**src/rtl/secded_rd_decoder_if.sv**
```systemverilog
// secded_rd_decoder_if
//   Bus between a memory read port and the SECDED read decoder.
//   master : drives i_valid/i_dout/i_addr/i_clr, observes the decoded result
//   slave  : the decoder; consumes the read word, drives o_* results
//   Widths follow the decoder: i_dout is [ENCODED_WORD+1:1], where the
//   top bit is the overall parity over the Hamming word below it.
interface secded_rd_decoder_if #(
    parameter int DATA_WIDTH = 8,
    parameter int ADDR_WIDTH = 4,
    parameter int CNT_WIDTH  = 8
);
    localparam int PARITY_BITS  = $clog2(DATA_WIDTH) + 1;
    localparam int ENCODED_WORD = DATA_WIDTH + PARITY_BITS;

    logic                      i_valid;
    logic [ENCODED_WORD+1:1]   i_dout;
    logic [ADDR_WIDTH-1:0]     i_addr;
    logic                      i_clr;

    logic                      o_valid;
    logic [DATA_WIDTH-1:0]     o_data;
    logic                      o_sec;
    logic                      o_ded;
    logic [PARITY_BITS-1:0]    o_syndrome;
    logic [CNT_WIDTH-1:0]      o_sec_cnt;
    logic [CNT_WIDTH-1:0]      o_ded_cnt;
    logic [ADDR_WIDTH-1:0]     o_ded_addr;
    logic                      o_ded_sticky;

    modport master (
        output i_valid, i_dout, i_addr, i_clr,
        input  o_valid, o_data, o_sec, o_ded, o_syndrome,
               o_sec_cnt, o_ded_cnt, o_ded_addr, o_ded_sticky
    );

    modport slave (
        input  i_valid, i_dout, i_addr, i_clr,
        output o_valid, o_data, o_sec, o_ded, o_syndrome,
               o_sec_cnt, o_ded_cnt, o_ded_addr, o_ded_sticky
    );
endinterface

```
**src/rtl/secded_rd_decoder.sv**
```systemverilog
// secded_rd_decoder
//   Hamming SECDED decoder for a memory read path. The incoming word is
//   decoded combinationally, then registered through RD_LATENCY stages.
//   Ports:
//     clk   - rising-edge clock
//     rst_n - asynchronous active-low reset (clears pipeline and outputs)
//     bus   - secded_rd_decoder_if.slave: i_valid/i_dout/i_addr/i_clr in,
//             o_valid/o_data/o_sec/o_ded/o_syndrome and error stats out
//   Build option: define SECDED_ERR_CNT_EN to get saturating SEC/DED
//   counters and first-DED address capture; otherwise those outputs are
//   tied to zero and i_addr/i_clr are ignored.
module secded_rd_decoder #(
    parameter int DATA_WIDTH = 8,
    parameter int ADDR_WIDTH = 4,
    parameter int RD_LATENCY = 1,
    parameter int CNT_WIDTH  = 8
) (
    input logic                clk,
    input logic                rst_n,
    secded_rd_decoder_if.slave bus
);
    localparam int PARITY_BITS  = $clog2(DATA_WIDTH) + 1;
    localparam int ENCODED_WORD = DATA_WIDTH + PARITY_BITS;

    typedef struct packed {
        logic [DATA_WIDTH-1:0]  data;
        logic                   sec;
        logic                   ded;
        logic [PARITY_BITS-1:0] syn;
    } stage_t;

    // Every power-of-two position in 1..ENCODED_WORD is a check bit; the
    // data bits fill the rest in ascending order (data LSB at position 3).
    function automatic bit is_pow2(int p);
        return (p & (p - 1)) == 0;
    endfunction

    function automatic int data_pos(int idx);
        int n;
        int pos;
        n   = 0;
        pos = 0;
        for (int p = 1; p <= ENCODED_WORD; p++) begin
            if (!is_pow2(p)) begin
                if (n == idx) pos = p;
                n++;
            end
        end
        return pos;
    endfunction

    logic [PARITY_BITS-1:0]  syn;
    logic                    p_all;
    logic [ENCODED_WORD:1]   corr;
    logic [DATA_WIDTH-1:0]   dec_data;
    logic                    dec_sec;
    logic                    dec_ded;
    stage_t                  dec;

    always_comb begin
        syn = '0;
        for (int k = 0; k < PARITY_BITS; k++)
            for (int p = 1; p <= ENCODED_WORD; p++)
                if (((p >> k) & 1) == 1) syn[k] = syn[k] ^ bus.i_dout[p];
    end

    assign p_all = ^bus.i_dout;

    // A nonzero syndrome with odd overall parity is a single error only
    // if it points inside the Hamming word; otherwise it is a DED.
    always_comb begin
        logic hit;
        hit     = 1'b0;
        corr    = bus.i_dout[ENCODED_WORD:1];
        dec_sec = 1'b0;
        dec_ded = 1'b0;
        if (syn == '0) begin
            dec_sec = p_all;               // only the overall parity bit flipped
        end else if (!p_all) begin
            dec_ded = 1'b1;
        end else begin
            for (int p = 1; p <= ENCODED_WORD; p++) begin
                if (syn == PARITY_BITS'(p)) begin
                    corr[p] = ~corr[p];
                    hit     = 1'b1;
                end
            end
            dec_sec = hit;
            dec_ded = !hit;
        end
    end

    for (genvar i = 0; i < DATA_WIDTH; i++) begin : g_extract
        assign dec_data[i] = corr[data_pos(i)];
    end

    always_comb begin
        dec      = '0;
        dec.data = dec_data;
        dec.sec  = dec_sec;
        dec.ded  = dec_ded;
        dec.syn  = syn;
    end

    // Payload stages load only with a valid word, so the last stage holds
    // its result while o_valid is low.
    logic   [RD_LATENCY:1] vld_pipe;
    stage_t                pipe [1:RD_LATENCY];

    always_ff @(posedge clk or negedge rst_n) begin
        if (!rst_n) begin
            vld_pipe <= '0;
            for (int s = 1; s <= RD_LATENCY; s++) pipe[s] <= '0;
        end else begin
            vld_pipe[1] <= bus.i_valid;
            if (bus.i_valid) pipe[1] <= dec;
            for (int s = 2; s <= RD_LATENCY; s++) begin
                vld_pipe[s] <= vld_pipe[s-1];
                if (vld_pipe[s-1]) pipe[s] <= pipe[s-1];
            end
        end
    end

    assign bus.o_valid    = vld_pipe[RD_LATENCY];
    assign bus.o_data     = pipe[RD_LATENCY].data;
    assign bus.o_sec      = pipe[RD_LATENCY].sec;
    assign bus.o_ded      = pipe[RD_LATENCY].ded;
    assign bus.o_syndrome = pipe[RD_LATENCY].syn;

`ifdef SECDED_ERR_CNT_EN
    logic [ADDR_WIDTH-1:0] addr_pipe [1:RD_LATENCY];
    logic [CNT_WIDTH-1:0]  sec_cnt;
    logic [CNT_WIDTH-1:0]  ded_cnt;
    logic [ADDR_WIDTH-1:0] ded_addr;
    logic                  ded_sticky;

    always_ff @(posedge clk or negedge rst_n) begin
        if (!rst_n) begin
            for (int s = 1; s <= RD_LATENCY; s++) addr_pipe[s] <= '0;
        end else begin
            if (bus.i_valid) addr_pipe[1] <= bus.i_addr;
            for (int s = 2; s <= RD_LATENCY; s++)
                if (vld_pipe[s-1]) addr_pipe[s] <= addr_pipe[s-1];
        end
    end

    // i_clr wins over any increment or capture in the same cycle.
    always_ff @(posedge clk or negedge rst_n) begin
        if (!rst_n) begin
            sec_cnt    <= '0;
            ded_cnt    <= '0;
            ded_addr   <= '0;
            ded_sticky <= 1'b0;
        end else if (bus.i_clr) begin
            sec_cnt    <= '0;
            ded_cnt    <= '0;
            ded_addr   <= '0;
            ded_sticky <= 1'b0;
        end else begin
            if (bus.o_valid && bus.o_sec && sec_cnt != '1) sec_cnt <= sec_cnt + 1'b1;
            if (bus.o_valid && bus.o_ded && ded_cnt != '1) ded_cnt <= ded_cnt + 1'b1;
            if (bus.o_valid && bus.o_ded && !ded_sticky) begin
                ded_sticky <= 1'b1;
                ded_addr   <= addr_pipe[RD_LATENCY];
            end
        end
    end

    assign bus.o_sec_cnt    = sec_cnt;
    assign bus.o_ded_cnt    = ded_cnt;
    assign bus.o_ded_addr   = ded_addr;
    assign bus.o_ded_sticky = ded_sticky;
`else
    logic unused_cnt_inputs;
    assign unused_cnt_inputs = ^{bus.i_addr, bus.i_clr};

    assign bus.o_sec_cnt    = '0;
    assign bus.o_ded_cnt    = '0;
    assign bus.o_ded_addr   = '0;
    assign bus.o_ded_sticky = 1'b0;
`endif

endmodule
```
**src/flat_wrapper.sv**
```systemverilog
// flat-port wrapper written by rule: the top's interface ports become plain ports
module secded_rd_decoder_flat 
#(
    parameter int DATA_WIDTH = 8,
    parameter int ADDR_WIDTH = 4,
    parameter int RD_LATENCY = 1,
    parameter int CNT_WIDTH  = 8
)
  (clk, rst_n, bus_i_valid, bus_i_dout, bus_i_addr, bus_i_clr, bus_o_valid, bus_o_data, bus_o_sec, bus_o_ded, bus_o_syndrome, bus_o_sec_cnt, bus_o_ded_cnt, bus_o_ded_addr, bus_o_ded_sticky);
  secded_rd_decoder_if #(.DATA_WIDTH(DATA_WIDTH), .ADDR_WIDTH(ADDR_WIDTH), .CNT_WIDTH(CNT_WIDTH)) bus_i ();
  input logic clk;
  input logic rst_n;
  input wire logic [$bits(bus_i.i_valid)-1:0] bus_i_valid;
  input wire logic [$bits(bus_i.i_dout)-1:0] bus_i_dout;
  input wire logic [$bits(bus_i.i_addr)-1:0] bus_i_addr;
  input wire logic [$bits(bus_i.i_clr)-1:0] bus_i_clr;
  output wire logic [$bits(bus_i.o_valid)-1:0] bus_o_valid;
  output wire logic [$bits(bus_i.o_data)-1:0] bus_o_data;
  output wire logic [$bits(bus_i.o_sec)-1:0] bus_o_sec;
  output wire logic [$bits(bus_i.o_ded)-1:0] bus_o_ded;
  output wire logic [$bits(bus_i.o_syndrome)-1:0] bus_o_syndrome;
  output wire logic [$bits(bus_i.o_sec_cnt)-1:0] bus_o_sec_cnt;
  output wire logic [$bits(bus_i.o_ded_cnt)-1:0] bus_o_ded_cnt;
  output wire logic [$bits(bus_i.o_ded_addr)-1:0] bus_o_ded_addr;
  output wire logic [$bits(bus_i.o_ded_sticky)-1:0] bus_o_ded_sticky;
  assign bus_i.i_valid = bus_i_valid;
  assign bus_i.i_dout = bus_i_dout;
  assign bus_i.i_addr = bus_i_addr;
  assign bus_i.i_clr = bus_i_clr;
  assign bus_o_valid = bus_i.o_valid;
  assign bus_o_data = bus_i.o_data;
  assign bus_o_sec = bus_i.o_sec;
  assign bus_o_ded = bus_i.o_ded;
  assign bus_o_syndrome = bus_i.o_syndrome;
  assign bus_o_sec_cnt = bus_i.o_sec_cnt;
  assign bus_o_ded_cnt = bus_i.o_ded_cnt;
  assign bus_o_ded_addr = bus_i.o_ded_addr;
  assign bus_o_ded_sticky = bus_i.o_ded_sticky;
  secded_rd_decoder #(.DATA_WIDTH(DATA_WIDTH), .ADDR_WIDTH(ADDR_WIDTH), .RD_LATENCY(RD_LATENCY), .CNT_WIDTH(CNT_WIDTH)) u_core (.clk(clk), .rst_n(rst_n), .bus(bus_i));
endmodule
```
**config.mk**
```make
export PLATFORM = sky130hd
export DESIGN_NAME = secded_rd_decoder_flat
export DESIGN_NICKNAME = d
export VERILOG_FILES = /design/src/rtl/secded_rd_decoder_if.sv /design/src/rtl/secded_rd_decoder.sv /design/src/flat_wrapper.sv
export SDC_FILE = /design/constraint.sdc
export NUM_CORES = 1
export LEC_CHECK = 0
export CAP_MARGIN = 20
export CORE_MARGIN = 2
export CORE_UTILIZATION = 40
export DETAILED_ROUTE_END_ITERATION = 8
export PLACE_DENSITY_LB_ADDON = 0.25
export SLEW_MARGIN = 25
export SYNTH_ARGS = -nofsm -noshare
export SYNTH_HDL_FRONTEND = slang
export SYNTH_SLANG_ARGS = --single-unit
```
**constraint.sdc**
```tcl
create_clock -name clk -period 1.2 [get_ports clk]
set_clock_uncertainty 0.05 [all_clocks]
set_input_delay 0.24 -clock clk [delete_from_list [all_inputs] [get_ports clk]]
set_output_delay 0.24 -clock clk [all_outputs]
set_load 0.01 [all_outputs]
```
---- Word level (Yosys, flattened, before mapping) ----
Cells that the tools add are included.
W data, S select, Z words.
storage, ports and cells
  register bits ........................... 15
  output and inout bits ................... 36
cells by class
  reductions and logical operators ........ 3
  multiplexer cells ....................... 32
  equality and inequality tests ........... 12
  bitwise operators ....................... 30
operators by type and width
  cell                  count
  $mux W1               30
  $mux W12              2
  $eq A4 B4 Y1 const B  5
  $xor A1 B1 Y1         18
  $eq A4 B3 Y1 const B  4
  $reduce_xor A13 Y1    1
  $not A1 Y1            12
  $eq A4 B2 Y1 const B  2
  $eq A4 B1 Y1 const B  1
  $logic_not A4 Y1      1
  $logic_not A1 Y1      1

---- Logic depth before layout (Yosys ltp) ----
Gate-level depths: netlist of the first run.
  word-level depth ........................ 23
  depth in mapped cells ................... 6

---- Least setup slack after synthesis of the first run ----
OpenSTA, ideal clock, no wires.
  path type ............................... input port to flip-flop
  start point ............................. input port bus_i_dout[10]
  end point ............................... register u_core.pipe, in the netlist u_core.bus.o_data[4]
  library setup time ...................... 0.082 ns
  stages on the path ...................... 6
  arrival time ............................ 1.811 ns
  setup slack ............................. -0.743 ns
  cell sequence ........................... buf_4 xnor3_2 xor3_1 nand3_2 or3_1 a31oi_1
on the way
  longest elaborated chain between the ends .. 6
  elaborated cells on any way between the ends .. 10
RTL lines
  what                            line                      text
  start: declaration              flat_wrapper.sv:14        input wire logic [$bits(bus_i.i_dout)-1:0] bus_i_dout;
  $xor A1 B1 Y1 (2 in series)     secded_rd_decoder.sv:64   if (((p >> k) & 1) == 1) syn[k] = syn[k] ^ bus.i_dout[p];
  $eq A4 B4 Y1                    secded_rd_decoder.sv:83   if (syn == PARITY_BITS'(p)) begin
  $mux W1                         secded_rd_decoder.sv:83
  $mux W12                        secded_rd_decoder.sv:79   end else if (!p_all) begin
  $mux W12 *                      secded_rd_decoder.sv:77   if (syn == '0) begin
  end signal: indexed assignment  secded_rd_decoder.sv:119  if (vld_pipe[s-1]) pipe[s] <= pipe[s-1];
  end: declaration                secded_rd_decoder.sv:108  stage_t pipe [1:RD_LATENCY];
Mark *: on every way between the ends. The rest lies on a longest branch, timed or not.
A chain may end at the register's enable or synchronous reset.

---- Worst setup path in the final report of the first run ----
  start point ............................. input port bus_i_dout[9]
  end point ............................... register u_core.pipe, in the netlist u_core.bus.o_data[0]
on the way
  longest elaborated chain between the ends .. 7
  elaborated cells on any way between the ends .. 11
RTL lines
  what                         line
  $xor A1 B1 Y1 (3 in series)  secded_rd_decoder.sv:64
  $eq A4 B2 Y1                 secded_rd_decoder.sv:83
  $mux W1                      secded_rd_decoder.sv:83
  $mux W12                     secded_rd_decoder.sv:79
  $mux W12 *                   secded_rd_decoder.sv:77
Marks and branches as above.

==> run metrics, run 1 <==
status=finished with violations; failing checks=setup timing; GRT overflow=0; # DRC=0; final setup violation count=14; Reg2Reg Launch Point=u_core.bus.o_data[0]; peak supply drop=0.858 mV; Synth warnings=0; n_diodes=0; worst skew pair latency=280 ps; die area=3500 µm²; vias in the first global route=1043; Yosys reg bits=15; H-tree level count=1; Placed Instance Area=1690 µm²; CP cell instances=buf_6, xor3_1, buf_4, xnor3_2, buf_6, nor2_4, a21oi_2, a311o_1; CTS sink count=15; I/O pin total=57; Die Y=59.1 µm; layout cell share with drive strength beyond 1=0.560; Finished Cell Area=2040 µm²; Root Buffer=clkbuf_4; DP HPWL=2.14 mm; critical path launch point type=primary input; Pwr Total=2.58 mW; largest stage delay on the critical path=440 ps; largest net degree at the start of global routing=16; Multi-input gate area=993 µm²; FP Rows=20; antenna violations before repair=0; Pins Over Slew Limit=0; Pre-antenna DRT Iters=4; Initial Utilization=0.408; synth unique cells=30; Inst Count DP=201; critical path startpoint=bus_i_dout[9]; WS Path Type=in -> reg; Pleak=0.977 nW; Setup TNS Final=-5760 ps; maxcap violations=0; FF/Latch Area=375 µm²; Critical Path Most Common Cell=buf_6; initial DRC count=48; first-pass GRT wire length=5.08 mm; Port Buf Inserts=30; non-filler cells, final=224; Post-Synthesis Cells=119; Die W=59.1 µm; hold_buf cts=0; Layout Nets=213; final period utilization=1.50; Longest Clk Path Bufs=2; Worst R2R Path Depth=2; Avg Cell Area, Syn=10.2 µm²; Pwr Density=1260 nW/µm²; most common cell after layout, fill and taps aside=buf_4; cts bufs inserted=3; drt total wl=3.33 mm; flop2flop setup slack=200 ps; filler instances=211; RSZ-0062 raised after global routing=true; CTS tree=yes; Area growth, synth to finish=68.0%; Syn Std Cell Area=1220 µm²; Placer Congestion=0.835; WL per Instance=14.8 µm; commonest cells after routing, fill and taps aside=buf_4, conb_1, buf_6; final critical-path required period=1800 ps; Crit-path slowest cell=xnor3_2; Final ANT Viol Nets=0; clock slew at reported path FFs=100 ps; Global Route Usage Sum=0.195; crit path max fanout=3; Arrival @ worst endpoint=1910 ps; via density per instance=4.96; Placeable Area=2980 µm²; Critical Path Sink Type=register; Final Hold Vio Count=0; Data required, critical path=1320 ps; routed vias=1112; hold crit path type=in -> async; Seq/Total Area, Yosys=0.309; fmax=557 MHz; utilization after layout=0.686; setup slack after layout=-597 ps
cell usage after synthesis:
master    number  share of area
buf_4         22           0.14
dfrtp_1       15           0.31
nor2_1        12          0.037
a21oi_1        6          0.025
nand2_1        6          0.019
o21ai_0        6          0.025
a31oi_1        5          0.026
or3_1          5          0.026
xnor2_1        5          0.036
xor3_1         5          0.098
xor2_1         4          0.029
a311o_1        2          0.016
clkbuf_1       2         0.0062
mux2_2         2          0.019
nand3_2        2          0.016
nor2b_1        2          0.010
o211ai_1       2          0.012
xnor2_2        2          0.027
xnor3_1        2          0.037
xnor3_2        2          0.039
a22o_1         1         0.0072
clkbuf_2       1         0.0041
conb_1         1         0.0031
inv_1          1         0.0031
nand2b_1       1         0.0051
nor2_2         1         0.0051
nor3_1         1         0.0041
nor3_2         1         0.0082
nor3b_1        1         0.0062
o311ai_0       1         0.0072
flip-flops by register name, summed over array words and instances, names as in the netlist:
register / flops
u_core.bus.o_data: 8
u_core.bus.o_syndrome: 4
u_core.bus.o_ded: 1
u_core.bus.o_sec: 1
u_core.bus.o_valid: 1
cell families after synthesis:
logic type             count (synthesis)  share of synthesized area
XOR/XNOR                              20                      0.265
flip-flops                            15                      0.309
multiplexers                           2                     0.0185
AO/OA/AOI/OAI                         23                      0.118
other                                  1                    0.00308
AND/OR/NAND/NOR                       32                      0.137
buffers and inverters                 26                      0.149
repair_timing:
action,CTS,global route
setup buffers,14,7
setup endpoints to repair,29,24
gates resized for setup,129,38
pin swaps,34,21
where the power goes:
group / leakage (nW) / switching (mW) / internal, mW / total, mW
clock: 0.0177 / 0.168 / 0.124 / 0.292
combinational: 0.786 / 0.754 / 0.881 / 1.63
sequential: 0.173 / 0.0518 / 0.606 / 0.658
total: 0.977 / 0.974 / 1.61 / 2.58
final timing paths:
| path | to |
|---|---|
| worst min-delay path | u_core.bus.o_data[6] |
| worst max-delay path | u_core.bus.o_data[0] |
| min in group clk | u_core.bus.o_data[1] |
| worst max register to register | u_core.bus.o_data[0] |
| max in group asynchronous | u_core.bus.o_data[0] |
| worst min register to register | u_core.bus.o_syndrome[3] |
per-layer routing:
metal / vias to the layer above / wire [µm] / global-route usage
met1: 544 / 1350 / 0.241
li1: 513 / - / -
met4: 0 / 19 / 0.0325
met3: 2 / 235 / 0.0546
met2: 53 / 1720 / 0.344
met5: - / 0 / 0
worst max-delay path, delay by kind of cell:
kind | cells | cell delay, ps
xor gates and xnor gates | 2 | 850
and+or+nand+nor | 1 | 110
buffers and inverters | 3 | 360
AOI/OAI and AO/OA | 2 | 350
cell type report:
class                           instances  share of cell area
Inverter                                1             0.00184
Sequential cell                        15               0.184
Clock buffer                            3              0.0110
Multi-Input combinational cell         98               0.486
Tap cell                               33              0.0202
Clock inverter                          1             0.00245
Timing Repair Buffer                   73               0.295
stage by stage:
| step | setup slack [ps] | hold slack, ps |
|---|---|---|
| finish | -597 | 203 |
| global route | -610 | 207 |
| CTS | -576 | 212 |
| detailed placement | -1220 | 454 |
| global placement | -1200 | 445 |
| floorplan | -587 | -106 |
Power figures use the tool's default switching activity.
==> inputs of run 2 (changes only) <==
--- a/config.mk
+++ b/config.mk
@@ -10,6 +10,7 @@
 export CORE_UTILIZATION = 40
 export DETAILED_ROUTE_END_ITERATION = 8
 export PLACE_DENSITY_LB_ADDON = 0.25
+export SKIP_CTS_REPAIR_TIMING = 1
 export SLEW_MARGIN = 25
 export SYNTH_ARGS = -nofsm -noshare
 export SYNTH_HDL_FRONTEND = slang
==> run metrics, run 2 (synthesized netlist as in run 1, its figures left out) <==
routed vias=1088 (was 1112); largest stage delay on the critical path=440 ps (about the same); n_diodes=0 (unchanged); hold crit path type=in -> async (unchanged); CTS sink count=15 (unchanged); Placeable Area=2980 µm² (unchanged); critical path launch point type=primary input (unchanged); layout cell share with drive strength beyond 1=0.457 (was 0.560); Pins Over Slew Limit=0 (unchanged); via density per instance=5.01 (was 4.96); # DRC=0 (unchanged); I/O pin total=57 (unchanged); Die W=59.1 µm (unchanged); antenna violations before repair=0 (unchanged); Initial Utilization=0.408 (unchanged); crit path max fanout=3 (unchanged); most common cell after layout, fill and taps aside=buf_4 (unchanged); Inst Count DP=201 (unchanged); worst skew pair latency=280 ps (about the same); Data required, critical path=1310 ps (was 1320 ps); first-pass GRT wire length=4.21 mm (was 5.08 mm); final period utilization=1.47 (was 1.50); peak supply drop=0.809 mV (was 0.858 mV); filler instances=225 (was 211); cts bufs inserted=3 (unchanged); FP Rows=20 (unchanged); clock slew at reported path FFs=100 ps (about the same); Placer Congestion=0.835 (unchanged); Final ANT Viol Nets=0 (unchanged); vias in the first global route=966 (was 1043); Die Y=59.1 µm (unchanged); CP cell instances=buf_8, buf_6, xor3_2, buf_12, xnor2_4, buf_4, nor3_4, a21oi_1, a311o_1 (was buf_6, xor3_1, buf_4, xnor3_2, buf_6, nor2_4, a21oi_2, a311o_1); Setup TNS Final=-5460 ps (was -5760 ps); Pre-antenna DRT Iters=4 (unchanged); status=finished with violations (unchanged); H-tree level count=1 (unchanged); initial DRC count=24 (was 48); Final Hold Vio Count=0 (unchanged); Port Buf Inserts=30 (unchanged); drt total wl=3.25 mm (was 3.33 mm); die area=3500 µm² (unchanged); RSZ-0062 raised after global routing=true (unchanged); Arrival @ worst endpoint=1880 ps (was 1910 ps); fmax=565 MHz (was 557 MHz); final critical-path required period=1770 ps (was 1800 ps); Pwr Density=1250 nW/µm² (was 1260 nW/µm²); largest net degree at the start of global routing=16 (unchanged); CTS tree=yes (unchanged); Critical Path Sink Type=register (unchanged); WS Path Type=in -> reg (unchanged); Longest Clk Path Bufs=2 (unchanged); maxcap violations=0 (unchanged); GRT overflow=0 (unchanged); setup slack after layout=-570 ps (was -597 ps); max reg flops=8 (unchanged); DP HPWL=2.14 mm (unchanged); commonest cells after routing, fill and taps aside=buf_4, conb_1, dlymetal6s2s_1 (was buf_4, conb_1, buf_6); Layout Nets=206 (was 213); Pleak=1.09 nW (was 0.977 nW); Area growth, synth to finish=69.3% (was 68.0%); Global Route Usage Sum=0.157 (was 0.195); non-filler cells, final=217 (was 224); final setup violation count=14 (unchanged); WL per Instance=15.0 µm (was 14.8 µm); Root Buffer=clkbuf_4 (unchanged); Crit-path slowest cell=xor3_2 (was xnor3_2); failing checks=setup timing (unchanged)
[run 2: cell count changes in the layout (fill, tap and decap cells not counted), moves of 2 or more]
cell	change
buf_8	-2
xnor2_2	+2
dlymetal6s2s_1	+19
buf_6	-8
clkbuf_2	-3
buf_2	-11
xnor2_4	-2
[run 2: area by class of cell]
type | instances | area (µm²) | area share
Inverter | 1 | 3.75 | 0.00182
Tap cell | 33 | 41.3 | 0.0200
Clock buffer | 3 | 22.5 | 0.0109
Multi-Input combinational cell | 98 | 968 | 0.470
Timing Repair Buffer | 66 | 643 | 0.312
Clock inverter | 1 | 5.00 | 0.00243
Sequential cell | 15 | 375 | 0.182
[run 2: per-layer routing]
layer	wire (µm)	global-route usage
met5	0	0
met3	233	0.0437
met1	1270	0.193
met2	1670	0.290
met4	72	0.00325
[run 2: worst paths after layout]
| kind | from | endpoint | slack, ps | depth (start not counted) |
|---|---|---|---|---|
| worst min register to register | u_core.bus.o_syndrome[3] | u_core.bus.o_syndrome[3] | 460 | 1 |
| worst max-delay path | bus_i_dout[9] | u_core.bus.o_data[0] | -570 | 9 |
| max in group asynchronous | rst_n | u_core.bus.o_syndrome[3] | 720 | 2 |
| worst min-delay path | rst_n | u_core.bus.o_data[6] | 210 | 2 |
| worst max register to register | u_core.bus.o_data[0] | u_core.bus.o_data[0] | 170 | 2 |
| min in group clk | bus_i_dout[4] | u_core.bus.o_data[1] | 240 | 3 |
[run 2: power breakdown]
| group | leakage (nW) | switching, mW | internal [mW] | total [mW] |
|---|---|---|---|---|
| logic | 0.899 | 0.748 | 0.890 | 1.64 |
| clock network | 0.0177 | 0.166 | 0.124 | 0.290 |
| registers | 0.173 | 0.0487 | 0.606 | 0.654 |
[run 2: critical path, delay by kind of cell]
kind,cells,cell delay [ps]
AOI/OAI and AO/OA,2,390
buffers and inverters,4,520
and+or+nand+nor,1,140
xor gates and xnor gates,2,590
[run 2: per-stage QoR]
stage	total power, mW	instance area, µm²	util	setup slack, ps	hold WS, ps
6_report	2.58	2060	0.692	-570	206
3_5_place_dp	1.86	1690	0.567	-1220	454
3_3_place_gp	1.84	1690	0.567	-1200	445
4_1_cts	2.15	1720	0.576	-922	212
2_1_floorplan	1.37	1350	-	-587	-106
5_1_grt	2.73	2060	0.692	-572	202
==> inputs of run 3 (changes only) <==
--- a/config.mk
+++ b/config.mk
@@ -5,9 +5,10 @@
 export SDC_FILE = /design/constraint.sdc
 export NUM_CORES = 1
 export LEC_CHECK = 0
-export CAP_MARGIN = 20
+export CAP_MARGIN = 30
 export CORE_MARGIN = 2
 export CORE_UTILIZATION = 40
+export CTS_BUF_LIST = sky130_fd_sc_hd__clkbuf_16
 export DETAILED_ROUTE_END_ITERATION = 8
 export PLACE_DENSITY_LB_ADDON = 0.25
 export SKIP_CTS_REPAIR_TIMING = 1
==> run metrics, run 3 (synthesized netlist as in run 1, its figures left out) <==
Global Route Usage Sum=0.159 (was 0.157); Layout Nets=203 (was 206); Placed Instance Area=1690 µm² (unchanged); utilization after layout=0.696 (was 0.692); setup slack after layout=-620 ps (was -570 ps); status=finished with violations (unchanged); Pre-antenna DRT Iters=4 (unchanged); antenna violations before repair=0 (unchanged); most common cell after layout, fill and taps aside=buf_4 (unchanged); final setup violation count=13 (was 14); largest stage delay on the critical path=440 ps (about the same); non-filler cells, final=214 (was 217); final period utilization=1.52 (was 1.47); Critical Path Sink Type=register (unchanged); commonest cells after routing, fill and taps aside=buf_4, conb_1, dlymetal6s2s_1 (unchanged); Final Hold Vio Count=0 (unchanged); Inst Count DP=201 (unchanged); max reg flops=8 (unchanged); Multi-input gate area=948 µm² (was 968 µm²); Placer Congestion=0.835 (unchanged); layout cell share with drive strength beyond 1=0.453 (was 0.457); CTS sink count=15 (unchanged); FP Rows=20 (unchanged); failing checks=setup timing (unchanged); Pwr Total=2.87 mW (was 2.58 mW); filler instances=213 (was 225); fmax=550 MHz (was 565 MHz); via density per instance=4.92 (was 5.01); Arrival @ worst endpoint=1890 ps (was 1880 ps); largest net degree at the start of global routing=16 (unchanged); Hold Slack=259 ps (was 206 ps); GRT overflow=0 (unchanged); I/O pin total=57 (unchanged); Crit-path slowest cell=xor3_2 (unchanged); Pins Over Slew Limit=0 (unchanged); DP HPWL=2.14 mm (unchanged); routed vias=1052 (was 1088); RSZ-0062 raised after global routing=true (unchanged); first-pass GRT wire length=4.18 mm (was 4.21 mm); worst skew pair latency=240 ps (was 280 ps); clock slew at reported path FFs=50 ps (was 100 ps); critical path launch point type=primary input (unchanged); vias in the first global route=956 (was 966); Root Buffer=clkbuf_16 (was clkbuf_4); Final ANT Viol Nets=0 (unchanged); Initial Utilization=0.408 (unchanged); Setup TNS Final=-5870 ps (was -5460 ps); Die Y=59.1 µm (unchanged); Finished Cell Area=2070 µm² (was 2060 µm²); Longest Clk Path Bufs=2 (unchanged); die area=3500 µm² (unchanged); Die W=59.1 µm (unchanged); Area growth, synth to finish=70.5% (was 69.3%); crit path max fanout=3 (unchanged); WS Path Type=in -> reg (unchanged); maxcap violations=0 (unchanged); Data required, critical path=1270 ps (was 1310 ps); CTS tree=yes (unchanged); Placeable Area=2980 µm² (unchanged); CP cell instances=buf_8, buf_6, xor3_2, buf_12, xnor2_4, buf_4, nor3_2, a21oi_2, a311o_1 (was buf_8, buf_6, xor3_2, buf_12, xnor2_4, buf_4, nor3_4, a21oi_1, a311o_1); Pwr Density=1390 nW/µm² (was 1250 nW/µm²); H-tree level count=1 (unchanged); pre-CTS setup slack=-1220 ps (unchanged); Reg2Reg Launch Point=u_core.bus.o_data[0] (unchanged); initial DRC count=38 (was 24); final critical-path required period=1820 ps (was 1770 ps); peak supply drop=1.18 mV (was 0.809 mV); critical path startpoint=bus_i_dout[9] (unchanged); Port Buf Inserts=30 (unchanged); FF/Latch Area=375 µm² (unchanged); Pleak=1.09 nW (about the same); hold crit path type=in -> async (unchanged); WL per Instance=14.4 µm (was 15.0 µm); drt total wl=3.08 mm (was 3.25 mm); cts bufs inserted=3 (unchanged); # DRC=0 (unchanged); n_diodes=0 (unchanged)
==> run 3: power breakdown <==
group	leakage [nW]	internal (mW)	switching, mW
registers	0.173	0.608	0.0510
logic	0.875	0.855	0.713
clock network	0.0409	0.445	0.200
total	1.09	1.91	0.965
==> run 3: cell type report <==
cell class,count,share of cell area
clock buffers,3,0.0362
flip-flops and latches,15,0.181
repair buffers,63,0.301
well taps,33,0.0199
multi-input cells,98,0.457
clock inverters,1,0.00241
inverters,1,0.00181
==> run 3: path summary, 6_finish.rpt <==
| path | endpoint | slack (ps) | depth (start not counted) |
|---|---|---|---|
| setup / recovery | u_core.bus.o_data[0] | -620 | 9 |
| hold / removal | u_core.bus.o_data[6] | 260 | 2 |
| setup reg to reg | u_core.bus.o_data[0] | 190 | 2 |
| hold reg to reg | u_core.bus.o_syndrome[3] | 450 | 1 |
| max in group asynchronous | u_core.bus.o_syndrome[3] | 670 | 2 |
| min in group clk | u_core.bus.o_data[1] | 260 | 3 |
==> run 3: worst max-delay path: cells and delay by family <==
kind | cells | cell delay, ps
and+or+nand+nor | 1 | 180
buffers and inverters | 4 | 510
xor gates and xnor gates | 2 | 590
AOI/OAI and AO/OA | 2 | 370
==> run 3: layer usage <==
metal	GRT usage	wire (µm)
met1	0.191	1260
met2	0.290	1590
met3	0.0568	197
met4	0.00325	29
met5	0	0
